--- src/rtl/poly_mult_sequencer.sv ---
// Control sequencer for a schoolbook polynomial multiplier.
// Drives the operand CSR loads and rotations, the accumulator and the result write.
//
// state | meaning
// IDLE  | waiting for start; all outputs low
// LOAD  | parallel-load both CSRs, reset output index i
// CLR   | clear accumulator, reset MAC count k
// MAC   | accumulate CSR1 x CSR2 and rotate CSR2, N cycles
// WR    | write result i, rotate CSR1 by one coefficient
// DONE  | one-cycle completion pulse
module poly_mult_sequencer #(
    parameter int N     = 8,
    parameter int CNT_W = $clog2(N)
) (
    input  logic             clk,
    input  logic             reset,
    input  logic             start,
    input  logic             abort,
    output logic             CSR1_load,
    output logic             CSR1_en,
    output logic             CSR2_load,
    output logic             CSR2_en,
    output logic             acc_clr,
    output logic             acc_en,
    output logic             res_we,
    output logic [CNT_W-1:0] res_addr,
    output logic             busy,
    output logic             done
);

    typedef enum logic [2:0] {
        IDLE = 3'd0,
        LOAD = 3'd1,
        CLR  = 3'd2,
        MAC  = 3'd3,
        WR   = 3'd4,
        DONE = 3'd5
    } state_t;

    localparam logic [CNT_W-1:0] LAST = CNT_W'(N - 1);

    state_t           state, state_nxt;
    logic [CNT_W-1:0] i_cnt, i_nxt;
    logic [CNT_W-1:0] k_cnt, k_nxt;

    always_ff @(posedge clk or negedge reset) begin
        if (!reset) begin
            state <= IDLE;
            i_cnt <= '0;
            k_cnt <= '0;
        end else begin
            state <= state_nxt;
            i_cnt <= i_nxt;
            k_cnt <= k_nxt;
        end
    end

    // Outputs depend only on state and counters; abort only steers the next state.
    always_comb begin
        state_nxt = state;
        i_nxt     = i_cnt;
        k_nxt     = k_cnt;
        CSR1_load = 1'b0;
        CSR1_en   = 1'b0;
        CSR2_load = 1'b0;
        CSR2_en   = 1'b0;
        acc_clr   = 1'b0;
        acc_en    = 1'b0;
        res_we    = 1'b0;
        res_addr  = '0;
        busy      = 1'b0;
        done      = 1'b0;

        case (state)
            IDLE: begin
                if (start) state_nxt = LOAD;
            end
            LOAD: begin
                CSR1_load = 1'b1;
                CSR2_load = 1'b1;
                busy      = 1'b1;
                i_nxt     = '0;
                k_nxt     = '0;
                state_nxt = CLR;
            end
            CLR: begin
                acc_clr   = 1'b1;
                busy      = 1'b1;
                k_nxt     = '0;
                state_nxt = MAC;
            end
            MAC: begin
                acc_en  = 1'b1;
                CSR2_en = 1'b1;
                busy    = 1'b1;
                if (k_cnt == LAST) begin
                    k_nxt     = '0;
                    state_nxt = WR;
                end else begin
                    k_nxt = k_cnt + 1'b1;
                end
            end
            WR: begin
                res_we   = 1'b1;
                res_addr = i_cnt;
                CSR1_en  = 1'b1;
                busy     = 1'b1;
                if (i_cnt == LAST) begin
                    i_nxt     = '0;
                    state_nxt = DONE;
                end else begin
                    i_nxt     = i_cnt + 1'b1;
                    state_nxt = CLR;
                end
            end
            DONE: begin
                done      = 1'b1;
                state_nxt = IDLE;
            end
            default: begin
                state_nxt = IDLE;
                i_nxt     = '0;
                k_nxt     = '0;
            end
        endcase

        if (abort) begin
            state_nxt = IDLE;
            i_nxt     = '0;
            k_nxt     = '0;
        end
    end

endmodule

--- config.mk ---
export PLATFORM = sky130hd
export DESIGN_NAME = poly_mult_sequencer
export DESIGN_NICKNAME = d
export VERILOG_FILES = /design/src/rtl/poly_mult_sequencer.sv
export SDC_FILE = /design/constraint.sdc
export NUM_CORES = 1
export LEC_CHECK = 0
export BUFFER_PORTS_ARGS = -buffer_cell sky130_fd_sc_hd__buf_2
export CORE_MARGIN = 2
export CORE_UTILIZATION = 40
export CTS_CLUSTER_SIZE = 20
export DETAILED_ROUTE_END_ITERATION = 7
export GPL_TIMING_DRIVEN = 0
export PLACE_DENSITY_LB_ADDON = 0.1
export SLEW_MARGIN = 0
export SYNTH_ARGS = -nofsm -noshare
export SYNTH_HDL_FRONTEND = slang
export SYNTH_SLANG_ARGS = --single-unit
--- constraint.sdc ---
create_clock -name clk -period 1.4 [get_ports clk]
set_clock_uncertainty 0.1 [all_clocks]
set_input_delay 0.14 -clock clk [delete_from_list [all_inputs] [get_ports clk]]
set_output_delay 0.14 -clock clk [all_outputs]
set_load 0.03 [all_outputs]
# Word-level counts from Yosys, hierarchy flattened
# Cells that the tools add are included.
[word_totals]
inputBits = 4
wordCells = 39
ff_bits = 9
out_inout_bits = 12
[op_classes]
n_addsub = 2
n_reduce_logical = 5
eq_ne = 11
n_mux = 18
[op_table]
columns = ["op", "n"]
rows = [
  ["2-to-1 mux 3 bit", 9],
  ["one-hot mux 3 bit (5 select lines)", 1],
  ["equality test 3 bit, second input constant", 4],
  ["one-hot mux 3 bit (2 select lines)", 2],
  ["OR reduction 4 bit", 2],
  ["adder 3 x 1 -> 3 bit, second input constant", 2],
  ["equality test 3 x 2 -> 1 bit, second input constant", 2],
  ["2-to-1 mux 1 bit", 6],
  ["inequality test 3 bit, second input constant", 2],
  ["inequality test 2 x 1 -> 1 bit, second input constant", 2],
  ["equality test 3 x 1 -> 1 bit, second input constant", 1],
  ["zero test 3 bit", 1],
  ["OR reduction 3 bit", 1],
  ["AND reduction 2 bit", 1],
]

# Longest topological paths before layout
[depth]
ltp_word = 4
ltp_mapped = 5
depth_no_buf = 5

# Worst setup path after synthesis
# Ideal clock, no wire load.
[synth_timing]
path_type = "register to output"
from = "reg state[2]"
to = "out res_addr[0]"
stages_incl_launch_ff = 4
path_buffers = 1
slack_ps = -312
required_time_ps = 1160
t_arrival_ps = 1472
cell_sequence = "dfrtp_1 > buf_2 > nor3b_2 > and2_1"
[synth_between]
elab_chain_len = 2
[synth_lines]
columns = ["item", "line_no", "source"]
rows = [
  ["from (decl)", "42", "state_t state, state_nxt;"],
  ["from (signal assigned)", "52", "state <= state_nxt;"],
  ["equality test 3 bit", "74", "case (state)"],
  ["2-to-1 mux 3 bit", "74", ""],
  ["to (decl)", "26", "output logic [CNT_W-1:0] res_addr,"],
]
# Every way passes these cells.

# Final worst setup path
[layout_timing]
from = "reg k_cnt[0]"
to = "reg state[0]"
[layout_between]
elab_chain_len = 3
[layout_lines]
columns = ["item", "line_no", "source"]
rows = [
  ["from (decl)", "44", "logic [CNT_W-1:0] k_cnt, k_nxt;"],
  ["from (signal assigned)", "54", "k_cnt <= k_nxt;"],
  ["equality test 3 bit", "96", "if (k_cnt == LAST) begin"],
  ["inequality test 3 bit (no line)", "-", ""],
  ["AND reduction 2 bit (no line)", "-", ""],
]
# Every way passes these cells.
# A chain may end at the register's enable or synchronous reset.

==> flow_results.org <==
** Status
- Status :: finished, violations left
- The checks that failed: negative setup slack.

** Setup path
- Kind of end point of the critical path :: flip-flop
- The worst register-to-register path begins at k_cnt[0].
- CP startpoint :: k_cnt[0]
- By startpoint and endpoint, the worst setup path is classified as flip-flop to flip-flop.
- The largest single stage delay on the critical path is 0.45 ns.
- For this design, the slowest cell found on the critical path is sky130_fd_sc_hd__or4_4.
- Top fanout value on the critical path :: 3
- Setup crit start kind :: flip-flop
- Traced cell by cell, the critical path runs through ha_2, ha_4, and3b_1, or4_4, o32ai_2.
- CP Data Arrival Time :: approximately 1.7 ns
- Required time of the worst setup path :: 1.46 ns

** Min path
- Hold Crit Class :: input pin to async pin

** Final layout
- Across the whole layout, storage elements account for 229 um2.
- Fillcell total :: 119
- The count of cells in the finished layout, fillers not included, comes to 113.
- Final net count :: 106
- The post-route netlist has around three fifths of its cells at a drive strength greater than 1.
- The multi-input combinational cells in the finished layout cover a total of ~480 um2.
- From synthesis to final layout, the design area changed by 66.6%.
- ANT cells :: 0

** Placement
- DP Wirelength :: ~1000 um
- Once placement completed, the tool counted placed cells totaling 99.
- Weighted congestion at the end of routability-driven global placement :: 0.728
- Count of buffers inserted at the top-level ports :: 14
- Worst slack, placed :: -0.228 ns

** Power
- Pwr/cell area :: between 1000 and 1500 nW/um2
- The worst-case IR drop observed on VDD is 0.719 mV.
- For this design the static power due to leakage is 0.000468 uW.

** Synthesis
- The biggest area contributor in the post-synthesis netlist is sky130_fd_sc_hd__dfrtp_1.
- Share of Yosys cell area claimed by the top area cell type :: 35.8%
- After synthesis the cells add up to around 630 um2.
- Number of library cell types mapped by synthesis :: 27
- Sequential elements use roughly 36% of the synthesized area.
- In the synthesized netlist, the number of instances is 69.
- Total of warnings raised by yosys :: 0
- Synth area leaders :: sky130_fd_sc_hd__dfrtp_1 36%, sky130_fd_sc_hd__ha_1 8.0%, sky130_fd_sc_hd__and2_1 5.0%
- Synthesized net count :: 77
- In the synthesized netlist the dominant register cell turns out to be sky130_fd_sc_hd__dfrtp_1.
- The most common cell in the synthesized netlist is sky130_fd_sc_hd__dfrtp_1.
- In this run, synthesis inferred 0 flip-flops with an integrated enable.
- Share of flip-flops with an asynchronous set or reset after synthesis :: between 90% and 100%
- Syn_area_per_cell :: 9.12 um2
- Number of register bits inferred by synthesis :: 9
- Commonest cells post-synth :: 9 x sky130_fd_sc_hd__dfrtp_1, 7 x sky130_fd_sc_hd__nor2_1, 5 x sky130_fd_sc_hd__a21oi_1, 5 x sky130_fd_sc_hd__and2_1

** Timing
- Final setup violation count :: 19
- Max-slew headroom at the worst pin :: between 60% and 70%
- For the pin with the worst max-slew slack, the measured transition is 0.493 ns.
- Fmax :: 610 MHz
- The number of max-slew violations in the final report is 0.
- Hold slack final :: around 0.16 ns
- Setup repair after global routing could not meet its margin everywhere.
- The final hold violation count was 0.
- Setup slack on the critical path of the routed design comes to -0.240 ns.
- Shortest clock period the worst path allows after layout :: 1.64 ns
- Final worst-path cycle share :: 117%

** Floorplan
- The total area inside the core boundary comes to 1490 um2.
- The initial utilization of the core area, before any placement, comes to 42.3%.
- DIE AREA :: approximately 1900 um2
- Vert. Die Dim :: 43.7 um
- The die is approximately 44 um wide.
- The initialized floorplan defines 14 standard-cell rows.
- Pin placement for this block handled 16 I/O pins.

** GRT
- The number of antenna violations at the first check in global routing came to 0.
- Global-route wire length before repair :: between 2000 and 3000 um
- Gr ovfl total :: 0
- Via count of the first global-routing pass :: 625
- Maximum number of pins on one net before global-route repair :: 11
- Overall global routing resource usage :: around a fifth

** Clock network
- TritonCTS created 3 clock buffers.
- Clock sink count :: 9
- TritonCTS built the clock tree.
- Count of H-tree levels built during CTS :: 1
- Clock Tree Buf Depth :: 2
- Clock Latency Late Sink :: 0.26 ns
- Worst-path clk slew :: about 0.060 ns
- The cell sitting at the root of the clock tree is a sky130_fd_sc_hd__clkbuf_4.

** Detailed routing
- Detailed-route wire length :: roughly 1600 um
- The detail route stage leaves a number of antenna-violating nets equal to 0.
- The routed layout has 606 vias.
- The detailed router finished its first iteration with 6 violations.
- The first detailed-routing pass ran for 3 iterations.
- Via count normalized by instance count :: around 5.4
- Dividing the detail-routed wire length by the instance count gives about 14 um.
- After detailed routing, the number of remaining DRC violations is 0.

** Flow run
- The tool flagged a number of max-cap violations equal to 0.
## critical path, delay by kind of cell (launching register included)
kind / cells / cell delay (ns)
DFF: 1 / 0.36
AOI/OAI and AO/OA: 1 / 0.14
and+or+nand+nor: 2 / 0.63
adders and majority gates: 2 / 0.32
## final cells by class
cell class	count	share of cell area, %
buffer	7	6.09
clock buffer	4	2.51
inverter	3	1.31
multi-input combinational	50	46.1
sequential	9	21.8
tap	16	1.91
timing repair buffer	24	20.3
## kinds of logic (layout without fill, tap and decap cells)
family / count (synthesis) / in the layout / share of synthesized area (%)
AND/OR/NAND/NOR: 30 / 30 / 28.4
AO/OA/AOI/OAI: 13 / 13 / 14.3
buffers and inverters: 10 / 38 / 8.55
flip-flops: 9 / 9 / 35.8
adder cells (fa/ha/maj): 4 / 4 / 7.95
multiplexers: 2 / 2 / 3.58
XOR/XNOR: 1 / 1 / 1.39
## registers in the layout, indices dropped and copies added (netlist names)
| register | flops |
|---|---|
| i_cnt | 3 |
| k_cnt | 3 |
| state | 3 |
## final timing paths
path	endpoint	slack (ns)	cells past startpoint
worst max-delay path	state[0]	-0.24	5
worst min-delay path	state[0]	0.16	2
worst max register to register	state[0]	-0.24	5
worst min register to register	k_cnt[1]	0.48	2
max in group asynchronous	i_cnt[0]	0.84	2
min in group clk	i_cnt[2]	0.20	2
## layer usage
layer,up-vias,share of wire (%),global-route usage [%]
li1,298,-,-
met1,295,41,21.4
met2,11,55,36.5
met3,2,4.0,7.50
met4,0,0.61,3.64
met5,-,0,0
## placed cells by master, fill, tap and decap left out, types with 2 or more instances in the layout
cell type and instances:
sky130_fd_sc_hd__buf_6 14, sky130_fd_sc_hd__buf_4 12, sky130_fd_sc_hd__dfrtp_1 6, sky130_fd_sc_hd__nor2_1 5
sky130_fd_sc_hd__and2_4 4, sky130_fd_sc_hd__a21oi_1 4, sky130_fd_sc_hd__nand3b_1 3, sky130_fd_sc_hd__nand3_1 3
sky130_fd_sc_hd__ha_4 3, sky130_fd_sc_hd__clkbuf_4 3, sky130_fd_sc_hd__dfrtp_2 3, sky130_fd_sc_hd__buf_2 3
sky130_fd_sc_hd__nor2_4 2, sky130_fd_sc_hd__nand2b_4 2, sky130_fd_sc_hd__nor3_2 2, sky130_fd_sc_hd__clkbuf_1 2
sky130_fd_sc_hd__mux2_4 2, sky130_fd_sc_hd__o32ai_2 2
## timing repair
item	in CTS	in global routing
gates resized for setup	37	13
hold buffers	1	0
buffers inserted	8	1
hold endpoints to repair	9	0
pin swaps	8	9
endpoints found under the setup margin	19	21
## report_power, final
part	total [uW]	switching, uW	internal, uW
Combinational	941	489	452
Sequential	357	60.8	296
Clock	200	90.1	110
Total	1500	640	858
## metrics by stage
stage,utilization [%],setup TNS (ns),total power (uW),instance area [um2]
after global routing,70.4,-3.63,1590,1050
after CTS,66.7,-2.52,1400,993
final,70.4,-2.50,1500,1050
after detailed placement,52.5,-1.48,964,782
after global placement,52.5,-1.45,959,782
after floorplan,-,-0.971,829,692
(Power assumes the default switching activity.)
